$ cat src/rtl/tcp_dma_rd_arb.sv
// Round-robin arbiter sharing one AXI-lite read master among NUM_REQ DMA read requesters.
// One transaction in flight at a time; the address toward memory is registered.
module tcp_dma_rd_arb #(
  parameter int NUM_REQ    = 16,
  parameter int ADDR_WIDTH = 32,
  parameter int DATA_WIDTH = 32
) (
  input  logic                          i_clk,
  input  logic                          i_rst,
  input  logic [NUM_REQ-1:0]            s_arvalid,
  output logic [NUM_REQ-1:0]            s_arready,
  input  logic [NUM_REQ*ADDR_WIDTH-1:0] s_araddr,
  input  logic [NUM_REQ*3-1:0]          s_arprot,
  output logic [NUM_REQ-1:0]            s_rvalid,
  input  logic [NUM_REQ-1:0]            s_rready,
  output logic [DATA_WIDTH-1:0]         s_rdata,
  output logic [1:0]                    s_rresp,
  output logic [ADDR_WIDTH-1:0]         m_araddr,
  output logic [2:0]                    m_arprot,
  output logic                          m_arvalid,
  input  logic                          m_arready,
  input  logic [DATA_WIDTH-1:0]         m_rdata,
  input  logic [1:0]                    m_rresp,
  input  logic                          m_rvalid,
  output logic                          m_rready,
  output logic                          o_busy,
  output logic [$clog2(NUM_REQ)-1:0]    o_grant
);

  localparam int GW = $clog2(NUM_REQ);

  typedef enum logic [1:0] {IDLE, ADDR, DATA} state_t;

  state_t        state;
  logic [GW-1:0] rr_ptr;
  logic [GW-1:0] winner;
  logic          found;

  function automatic logic [GW-1:0] wrap_idx(input logic [GW-1:0] base, input int k);
    int sum;
    sum = int'(base) + k;
    if (sum >= NUM_REQ) sum = sum - NUM_REQ;
    return GW'(sum);
  endfunction

  // Descending scan so the last hit is the first requester at or after rr_ptr.
  always_comb begin
    found  = 1'b0;
    winner = '0;
    for (int k = NUM_REQ - 1; k >= 0; k--) begin
      if (s_arvalid[wrap_idx(rr_ptr, k)]) begin
        found  = 1'b1;
        winner = wrap_idx(rr_ptr, k);
      end
    end
  end

  always_comb begin
    s_arready = '0;
    s_rvalid  = '0;
    m_rready  = 1'b0;
    s_rdata   = '0;
    s_rresp   = '0;
    case (state)
      IDLE: if (found) s_arready[winner] = 1'b1;
      DATA: begin
        s_rvalid[o_grant] = m_rvalid;
        m_rready          = s_rready[o_grant];
        s_rdata           = m_rdata;
        s_rresp           = m_rresp;
      end
      default: ;
    endcase
  end

  assign o_busy = (state != IDLE);

  always_ff @(posedge i_clk or posedge i_rst) begin
    if (i_rst) begin
      state     <= IDLE;
      rr_ptr    <= '0;
      o_grant   <= '0;
      m_arvalid <= 1'b0;
      m_araddr  <= '0;
      m_arprot  <= '0;
    end else begin
      case (state)
        IDLE: begin
          if (found) begin
            m_araddr  <= s_araddr[int'(winner)*ADDR_WIDTH +: ADDR_WIDTH];
            m_arprot  <= s_arprot[int'(winner)*3 +: 3];
            m_arvalid <= 1'b1;
            o_grant   <= winner;
            state     <= ADDR;
          end
        end
        ADDR: begin
          if (m_arready) begin
            m_arvalid <= 1'b0;
            state     <= DATA;
          end
        end
        DATA: begin
          // The just-served requester drops to lowest priority for the next round.
          if (m_rvalid && s_rready[o_grant]) begin
            rr_ptr <= (o_grant == GW'(NUM_REQ - 1)) ? '0 : o_grant + 1'b1;
            state  <= IDLE;
          end
        end
        default: state <= IDLE;
      endcase
    end
  end

endmodule

$ cat config.mk
export PLATFORM = sky130hd
export DESIGN_NAME = tcp_dma_rd_arb
export DESIGN_NICKNAME = d
export VERILOG_FILES = /design/src/rtl/tcp_dma_rd_arb.sv
export SDC_FILE = /design/constraint.sdc
export NUM_CORES = 1
export LEC_CHECK = 0
export ABC_AREA = 0
export CORE_AREA = 10 10 276 278
export CTS_CLUSTER_DIAMETER = 80
export DETAILED_ROUTE_END_ITERATION = 10
export DIE_AREA = 0 0 286 288
export MAX_ROUTING_LAYER = met4
export PLACE_DENSITY = 0.44
export SETUP_SLACK_MARGIN = 0.4
export SYNTH_ARGS = -nofsm -noshare
export SYNTH_HDL_FRONTEND = slang
export SYNTH_SLANG_ARGS = --single-unit
$ cat constraint.sdc
create_clock -name i_clk -period 6 [get_ports i_clk]
set_input_delay 0.9 -clock i_clk [delete_from_list [all_inputs] [get_ports i_clk]]
set_output_delay 0.9 -clock i_clk [all_outputs]
set_load 0.02 [all_outputs]
==> flow_summary_export.csv <==
group,metric,value,unit
yosys,synth.top_cell.area_share,0.1628,
worst_setup_path,worstSetupPathType,"in -> out",
clock_network,cts_root_buffer,"clkbuf_16",
clock_network,cts_tree,"yes",
sta,rsz0062_at_grt,"false",
worst_setup_path,regToRegSetupSlack,740,ps
floorplanning,die_w,286,um
worst_setup_path,crit_end,"s_arready[0]",
floorplanning,core,70870,um^2
global_routing,grt_max_degree,112,
worst_setup_path,timing.critical_path.buf_inv,4,
floorplanning,rows,98,
final_layout,drive_above_1_share,0.09250,
yosys,synth_most_common_cell,"nand2_1",
yosys,ys_seq_area_frac,0.1186,
sta,fin_crit,5426,ps
clock_network,clock_sinks,46,
yosys,syn_area,9704,um^2
worst_setup_path,slowest_delay,620,ps
sta,finClkSkew,13.77,ps
final_layout,n_fill_cell,7862,
yosys,synth_edf_count,0,
yosys,syn_inst,1429,
final_layout,areaGrowthSynthToFinish,90.05,%
min_path,hold_path_class,"reg -> reg",
worst_setup_path,cp_max_fo,6,
final_layout,instances_no_fill,3075,
run_status,status,"finished, final reports clean",
place,dp.final_hpwl,70.91,mm
place,io_buffers,737,
sta,fin_ws,574.3,ps
sta,period_share,0.9043,
yosys,yosys_warnings,0,
global_routing,grt_pass1_wl,115.4,mm
clock_network,clk_latency,340,ps
worst_setup_path,cp.depth,13,
yosys,synth-seq-cells,46,
place,pre_cts_slack,237.4,ps
routing,routed_wirelength,83.84,mm
worst_setup_path,critPathArrivalTime,4530,ps
worst_setup_path,cp_slowest_cell,"mux4_2",
worst_setup_path,start_kind,"input port",
routing,antenna_left,0,
worst_setup_path,worstRegToRegCells,16,
yosys,synth_area_per_cell,6.791,um^2
sta,timing_hold_violations_final,0,
yosys,synth_common_cells,"nand2_1 (421), nand3_1 (147), a21oi_1 (83), nor2_1 (83), mux2i_1 (66)",
yosys,synthDistinctLibCells,77,
worst_setup_path,r2r_start,"rr_ptr[0]",
global_routing,grt_pass1_vias,15060,
worst_setup_path,crit_family,"simple AND/OR/NAND/NOR gates",
clock_network,htree_levels,2,
clock_network,cts_buffers,5,
yosys,yosysTopAreaCell,"nand2_1",
worst_setup_path,crit_start,"s_arvalid[5]",
routing,first_iter_violations,795,
worst_setup_path,crit_path_end_kind,"output port",
run,drv_cap,0,
worst_setup_path,critPathRequiredTime,5100,ps
routing,routedWlPerCell,27.27,um
min_path,hp-start,"state[1]",
worst_setup_path,path_cells,"clkdlybuf4s50_1 > mux4_2 > buf_4 > mux4_2 > or2_2 > nor3_1 > nand2_1 > nor4_4 > buf_4 > nor2_4 > nand3_1 > nor2_1 > dlygate4sd2_1",
final_layout,register_area,1151,um^2
sta,fmax,184.3,MHz
sta,setup_tns,0,ps
sta,slew_headroom,0.3699,
sta,slew_viol_final,0,
worst_setup_path,r2r_end,"m_araddr[19]",
clock_network,clkTransAtPathRegs,70,ps
final_layout,fin_util,0.2602,
global_routing,overflow,0,
routing,drc,0,
routing,dr_total_vias,14030,
yosys,async_reset_ff_frac,1.000,
global_routing,antenna_found_initial,27,
sta,worstMarginPinSlew,933.3,ps
global_routing,grt_usage,0.1995,
sta,setup_viol,0,
floorplanning,die_y,288,um
routing,viasPerCell,4.562,
yosys,synth_flop_cell,"dfrtp_1",
place,placedCellCount,3045,
floorplanning,dieArea,82370,um^2
final_layout,multiInputGateArea,7894,um^2
floorplanning,io_pins,738,
clock_network,clk_path_buf_depth,2,
routing,drt_pass1_iterations,5,
yosys,yosys-top-cells-area,"nand2_1 (16%), dfrtp_1 (12%), mux4_2 (8.1%)",
place,gp_congestion,0.9169,
floorplanning,initial_core_util,0.1369,
final_layout,final_nets,2748,
yosys,syn_nets,2070,
## logic make-up after synthesis
kind of cell / count (synthesis) / synth area share
adders and majority gates: 11 / 0.01418
xor gates and xnor gates: 12 / 0.01315
buffers and inverters: 141 / 0.07994
AOI/OAI and AO/OA: 318 / 0.2374
and+or+nand+nor: 770 / 0.3503
muxes: 131 / 0.1864
DFF: 46 / 0.1186
## area by class of cell
cell class                 instances  area share
antenna                           17    0.002307
clock buffer                       6    0.007531
timing repair buffer             796      0.4313
inverter                          16    0.003256
multi-input combinational       1242      0.4280
clock inverter                     2   0.0006784
sequential                        46     0.06241
tap                              950     0.06445
## state kept, by name (all words and copies together) (netlist names)
| name | cells |
|---|---|
| m_arvalid | 1 |
| rr_ptr | 4 |
| m_arprot | 3 |
| o_grant | 4 |
| m_araddr | 32 |
| state | 2 |
## what timing repair did
| action | in CTS | in global routing |
|---|---|---|
| gates resized for setup | 15 | 23 |
| endpoints found under the setup margin | 16 | 13 |
| setup buffers | 3 | 2 |
| pin swaps | 3 | 2 |
| hold buffers | 0 | 0 |
## worst reg2reg max path, stage by stage, from the launching register on
cell      delay (ps)
dfrtp_1          370
inv_1            120
ha_2             480
buf_4            250
mux4_2           390
mux2i_1          380
mux2_2           320
nand3_2          150
nor3_1           260
a311oi_2         150
a211oi_4         440
buf_4            340
and2_1           540
buf_4            310
nand3_1           90
a21oi_1          410
a211oi_2         130
## per-layer routing
metal	GRT usage	share of wire	vias up
li1	-	-	6548
met1	0.2138	0.38	6844
met2	0.3653	0.53	573
met3	0.04904	0.069	64
met4	0.04514	0.021	0
met5	-	0	-
## how the worst min path moves through the flow
stage / end / slack [ps] / cells after the start
floorplan: state[0] / 450 / 1
global placement: state[0] / 480 / 1
detailed placement: state[0] / 500 / 1
CTS: state[0] / 520 / 1
global route: state[0] / 530 / 1
finish: state[0] / 520 / 1
## placed cells by master (no fill, tap or decap), types with 18 or more instances in the layout
cell type        Yosys  layout
a211oi_1            19      18
a21oi_1             83      83
a22oi_1             24      23
a31oi_1             30      30
a32oi_1             42      42
and2_1              43      43
buf_4               13      50
clkdlybuf4s50_1      0     720
dfrtp_1             46      46
mux2_2              28      28
mux2i_1             66      62
mux4_2              35      35
nand2_1            421     420
nand3_1            147     143
nand4_1             20      20
nor2_1              83      82
## through the flow
step	cell area (um^2)	hold slack (ps)
6_report	18440	517.0
4_1_cts	18310	515.3
2_1_floorplan	9704	448.3
3_5_place_dp	18080	497.5
5_1_grt	18440	534.1
3_3_place_gp	18080	477.8
Power is left out: the tool's default activity adds up to more than one toggle a clock period on the data nets, which glitch-free logic cannot reach.
